### src/rtl/gate_stim.sv
// gate_stim: synchronised, debounced x/y operand source for the two-input gate block.
// Build with GATE_STIM_SWEEP_EN defined to add the automatic 00->01->10->11 operand sweep.

module gate_stim_deb #(
  parameter int DEB_CYCLES = 4
) (
  input  logic clk,
  input  logic rst_n,
  input  logic raw,
  output logic deb
);
  logic [1:0]  sync;
  logic [15:0] cnt;

  always_ff @(posedge clk) begin
    if (!rst_n) begin
      sync <= '0;
      cnt  <= '0;
      deb  <= 1'b0;
    end else begin
      sync <= {sync[0], raw};
      if (sync[1] == deb) begin
        cnt <= '0;
      end else if (cnt == 16'(DEB_CYCLES - 1)) begin
        deb <= sync[1];
        cnt <= '0;
      end else begin
        cnt <= cnt + 16'd1;
      end
    end
  end
endmodule

module gate_stim #(
  parameter int DEB_CYCLES  = 4,
  parameter int STEP_CYCLES = 8
) (
  input  logic       clk,
  input  logic       rst_n,
  input  logic       sw_x,
  input  logic       sw_y,
  input  logic       mode,
  input  logic       hold,
  output logic       x,
  output logic       y,
  output logic       step,
  output logic       wrap,
  output logic [7:0] wraps
);
`ifdef GATE_STIM_SWEEP_EN
  localparam int NUM_CH = 3;
`else
  localparam int NUM_CH = 2;
`endif

  logic [NUM_CH-1:0] raw;
  logic [NUM_CH-1:0] deb;
  logic [1:0]        xy;
  logic [1:0]        xy_nxt;

`ifdef GATE_STIM_SWEEP_EN
  assign raw = {mode, sw_y, sw_x};
`else
  assign raw = {sw_y, sw_x};
  logic unused;
  assign unused = ^{mode, hold};
`endif

  for (genvar i = 0; i < NUM_CH; i++) begin : g_ch
    gate_stim_deb #(.DEB_CYCLES(DEB_CYCLES)) u_deb (
      .clk   (clk),
      .rst_n (rst_n),
      .raw   (raw[i]),
      .deb   (deb[i])
    );
  end

`ifdef GATE_STIM_SWEEP_EN
  localparam logic [1:0] MANUAL = 2'd0;
  localparam logic [1:0] SWEEP  = 2'd1;
  localparam logic [1:0] PAUSE  = 2'd2;

  logic [1:0]  state;
  logic [1:0]  hold_sync;
  logic [15:0] per;
  logic [1:0]  pat;
  logic        wrap_pend;
  logic        deb_mode;
  logic        hold_s;

  assign deb_mode = deb[2];
  assign hold_s   = hold_sync[1];

  // Outputs trail the pattern register by one edge, so a step lands
  // STEP_CYCLES edges after the previous one including the entry 00.
  always_comb begin
    xy_nxt = {deb[0], deb[1]};
    if (state != MANUAL)
      xy_nxt = deb_mode ? pat : xy;
  end

  always_ff @(posedge clk) begin
    if (!rst_n) begin
      state     <= MANUAL;
      hold_sync <= '0;
      per       <= '0;
      pat       <= '0;
      wrap_pend <= 1'b0;
      wrap      <= 1'b0;
      wraps     <= '0;
    end else begin
      hold_sync <= {hold_sync[0], hold};
      wrap      <= 1'b0;
      if (state == MANUAL) begin
        if (deb_mode) begin
          state <= SWEEP;
          pat   <= '0;
          per   <= '0;
        end
      end else if (!deb_mode) begin
        state     <= MANUAL;
        pat       <= '0;
        per       <= '0;
        wrap_pend <= 1'b0;
        wraps     <= '0;
      end else begin
        // The 11->00 pattern step becomes visible on the following edge.
        if (wrap_pend) begin
          wrap      <= 1'b1;
          wraps     <= wraps + 8'd1;
          wrap_pend <= 1'b0;
        end
        if (hold_s) begin
          state <= PAUSE;
        end else begin
          state <= SWEEP;
          if (per == 16'(STEP_CYCLES - 1)) begin
            per <= '0;
            pat <= pat + 2'd1;
            if (pat == 2'b11) wrap_pend <= 1'b1;
          end else begin
            per <= per + 16'd1;
          end
        end
      end
    end
  end
`else
  assign xy_nxt = {deb[0], deb[1]};
  assign wrap   = 1'b0;
  assign wraps  = '0;
`endif

  always_ff @(posedge clk) begin
    if (!rst_n) begin
      xy   <= '0;
      step <= 1'b0;
    end else begin
      xy   <= xy_nxt;
      step <= (xy_nxt != xy);
    end
  end

  assign x = xy[1];
  assign y = xy[0];
endmodule
### config.mk
export PLATFORM = sky130hd
export DESIGN_NAME = gate_stim
export DESIGN_NICKNAME = d
export VERILOG_FILES = /design/src/rtl/gate_stim.sv
export SDC_FILE = /design/constraint.sdc
export NUM_CORES = 1
export LEC_CHECK = 0
export CAP_MARGIN = 20
export CORE_ASPECT_RATIO = 1.25
export CORE_MARGIN = 5
export CORE_UTILIZATION = 45
export CTS_BUF_LIST = sky130_fd_sc_hd__clkbuf_4
export DETAILED_ROUTE_END_ITERATION = 10
export GPL_TIMING_DRIVEN = 0
export PLACE_DENSITY = 0.74
export SLEW_MARGIN = 30
export SYNTH_ARGS = -nofsm -noshare
export SYNTH_HDL_FRONTEND = slang
export SYNTH_SLANG_ARGS = --single-unit
### constraint.sdc
create_clock -name clk -period 1.8 [get_ports clk]
set_input_delay 0.27 -clock clk [delete_from_list [all_inputs] [get_ports clk]]
set_output_delay 0.27 -clock clk [all_outputs]
set_load 0.02 [all_outputs]
Yosys cells after proc, flatten, opt, wreduce, memory -nomap -nowiden

Cells that the tools add are included.

Flip-flop bits (word level): 41
Output and inout bits: 12
Word-level logic and storage cells: 22
Input bits: 6

Add/subtract/negate cells: 2
Equality and inequality tests: 5
Reductions and logical operators: 4
Bitwise gates (word level): 3

Operators by type and width:

| cell                    | count |
|---|---|
| $add A16 B1 Y16 const B | 2 |
| $eq A16 B2 Y1 const B   | 2 |
| $reduce_or A3 Y1        | 2 |
| $reduce_and A2 Y1       | 2 |
| $not A1 Y1              | 3 |
| $eq A1 B1 Y1            | 2 |
| $ne A2 B2 Y1            | 1 |

Longest topological paths before layout

Word-level depth: 3
Depth in mapped cells: 6
Gate-level depth less buffers: 5

Hierarchy

From an unflattened synthesis, not the netlist that was laid out.

Cells, all modules: 198
Area, all modules: 1859.3 µm²

Modules (own cells, without submodules):

| module        | cells an instance | area an instance (µm²) | seq. area each (µm²) | instances |
|---|---|---|---|---|
| gate_stim_deb | 90                | 844.6                  | 380.4                | 2 |
| gate_stim     | 18                | 170.2                  | 60.1                 | 1 |

Worst setup path before layout

OpenSTA, ideal clock, no wires.

Path kind: reg2reg
Start: register g_ch[1].u_deb.cnt[0]
End: register g_ch[1].u_deb.cnt[14]
Data arrival time: 1607 ps
Stages on the path, launching flop included: 6
Data required time: 1728 ps
Setup slack: 121 ps
Path through: dfxtp_1 -> ha_1 -> nand2_1 -> or4_1 -> or3_1 -> a21oi_1

Word-level cells in the longest chain between the ends: 2
Elaborated cells on any way between the ends: 3

RTL lines:

| item                                                                    | RTL line | RTL |
|---|---|---|
| from (decl)                                                             | 13       | `logic [15:0] cnt;` |
| from (signal assigned)                                                  | 28       | `cnt <= cnt + 16'd1;` |
| parallel branches: the longest is 2 deep, another holds $add A16 B1 Y16 | --       |  |

Parallel ways; which one is timed is not known.
A chain may end at the register's enable or synchronous reset.

Worst setup path after layout

Ends and elaborated chain as after synthesis.

==> impl_results.md <==
- Post-synthesis instance total: 198
- PortBufs: 6
- Layout fillers: 340
- Die height: 80.0 um
- Run status: complete, no violations
- Die Width: 66.0 um
- Top_reg_cell synth: dfxtp_1
- Initial antenna violation count: 0
- Area contributors post-synth: dfxtp_1, xnor2_1, nor2_1
- Type of the worst setup path: reg -> reg
- Post-route DRC: 0
- Nature of the critical path endpoint: flop
- I/O pin cnt: 18
- Yosys reg bits: 41
- Hpwl dp: 2.00 mm
- Placer Congestion: 0.778
- Tcrit/Tclk final: ~95%
- Top-count cell post-synth: dfxtp_1
- First-pass GRT wire length: 5.28 mm
- Crit path required time: 2.09 ns
- Yosys top cell area share: 46.5%
- Htree depth: 2
- Critical path's top delay family: simple AND/OR/NAND/NOR gates
- Post-synth EDFFs: 0
- Final setup vio count: 0
- CP startpoint kind: flop
- Area occupied by multi-input gates: 907 um2
- Final Net Count: 230
- CTS tree: yes
- Yosys top cell by area: dfxtp_1
- Layout area overhead: 16.2%
- Worst Path Buf+Inv: 0
- Die area: 5280 um2
- Hold-fix buffers, CTS: 0
- Crit-path max FO: 5
- ANT cells: 0
- Mapped cell area: 1770 um2
- Peak VDD IR: 0.510 mV
- Critical Path AT: 2.00 ns
- Share of layout cells above drive strength 1: 14.8%
- Clk slew on worst S/H paths: roughly 0.12 ns
- Antenna viol nets, final: 0
- Syn_area_per_cell: 8.92 um2
- Vias in the first global route: 1267
- Ys async rst share: 0%
- Final wirelength: 2.96 mm
- Post-Place Setup Slack: -0.216 ns
- Final Hold Viols: 0
- Yosys warns: 0
- Max Root-Sink Buffers: 2
- Pwr dens: 690 nW/um2
- Hold/Removal Path Class: reg -> reg
- Leak: around 0.64 nW
- Largest net degree at the start of global routing: 14
- Register area: 833 um2
- Vias: around 1300
- All-Layer GR Usage: 12.8%
- Slowest cell on the critical path: or4_1
- Final critical-path required period: 1.70 ns
- Clock Skews: 0.00973 ns
- Core area: 3780 um2
- Highest clock rate: 0.587 GHz
- Routed wire per std cell: 10.7 um
- Post-synth top cells: dfxtp_1, nor2_1, xnor2_1, nand3_1, nor4_1
- GRT overflow: 0
- Final setup margin: 0.0971 ns
- Max-cap viol count: 0
- Post-layout util: 54.2%
- Root buf cell: clkbuf_4
- Initial Utilization: 46.6%
- TritonCTS Buffers: 5
- Slew Limit Fails: 0
- Worst-path cell chain: ha_4 > nand2_1 > or4_1 > or3_1 > a21oi_2
- Clock Latency Late Sink: 0.35 ns
- Post-synthesis cell type count: 25
- DRT iter0 DRCs: 36
- Vias per cell: 4.74
- FP Rows: 25
- TritonRoute pass-1 iters: 4
- Clk sink count: 41
- Sequential share of the synthesized area: a little under half
- Crit path largest cell delay: 0.52 ns
## timing repair
item                                    4_1_cts  5_1_grt
buffers inserted                              0        3
resized for setup                             6       13
pin swaps                                     0        3
endpoints found under the setup margin       21       22
## where the power goes
part	internal (mW)	switching, mW	total, mW	leakage, nW
Clock	0.148	0.297	0.446	0.0326
Combinational	0.0258	0.0320	0.0578	0.277
Sequential	0.910	0.00321	0.913	0.335
Total	1.08	0.333	1.42	0.644
## cells in the final DEF, fill, tap and decap left out, drive strengths merged, types with 9 or more instances in the layout
master / synthesis / final
nor3: 9 / 9
nand3: 14 / 14
conb: 1 / 9
dfxtp: 41 / 41
xnor2: 23 / 23
nor4: 10 / 10
buf: 9 / 13
nor2: 36 / 36
## cell type report
cell class	instances	area share, %
Inverter	5	0.915
Buffer	13	4.27
Tap cell	54	3.29
Multi-Input combinational cell	147	44.2
Timing Repair Buffer	9	4.02
Clock inverter	3	0.854
Sequential cell	41	40.6
Clock buffer	5	1.83
## metrics by stage
step | setup TNS, ns | power [mW] | hold WS, ns | std cells | cell area [um2]
2_1_floorplan | 0 | 0.979 | 0.397 | 206 | 1800
3_3_place_gp | -3.56 | 0.989 | 0.415 | 266 | 1920
3_5_place_dp | -3.68 | 0.990 | 0.424 | 266 | 1920
4_1_cts | 0 | 1.43 | 0.454 | 274 | 1990
5_1_grt | -0.00411 | 1.48 | 0.469 | 277 | 2050
6_report | 0 | 1.42 | 0.449 | 277 | 2050
## final timing paths
| kind | startpoint | endpoint | slack [ns] | cells after the start |
|---|---|---|---|---|
| max | g_ch[1].u_deb.cnt[0]$_SDFF_PP0_ | g_ch[1].u_deb.cnt[14]$_SDFF_PP0_ | 0.1 | 5 |
| min | g_ch[1].u_deb.sync[0]$_SDFF_PN0_ | g_ch[1].u_deb.sync[1]$_SDFF_PN0_ | 0.45 | 1 |
| max reg2reg | g_ch[1].u_deb.cnt[0]$_SDFF_PP0_ | g_ch[1].u_deb.cnt[14]$_SDFF_PP0_ | 0.1 | 5 |
| min reg2reg | g_ch[1].u_deb.sync[0]$_SDFF_PN0_ | g_ch[1].u_deb.sync[1]$_SDFF_PN0_ | 0.45 | 1 |
## layer usage
layer / wire length [um] / track usage [%] / vias up
met1: 1290 / 14.8 / 585
met5: 0 / 0 / -
met4: 51 / 4.27 / 0
met2: 1480 / 21.6 / 19
met3: 132 / 4.65 / 8
li1: - / - / 701
## registers in the layout, indices dropped and copies added (netlist names)
signal           cells
g_ch.u_deb.cnt      32
g_ch.u_deb.sync      4
g_ch.u_deb.deb       2
xy                   2
step                 1
## kinds of logic (layout without fill, tap and decap cells)
family,count (synthesis),in the layout,synth area share (%)
simple gates,99,99,28.6
flops,41,41,46.5
xor+xnor,30,30,14.9
buf+inv,18,35,5.74
compound gates,5,5,1.56
fa+ha+maj,2,2,1.42
mux,2,2,1.13
other cells,1,9,0.212
Power figures use the tool's default switching activity.
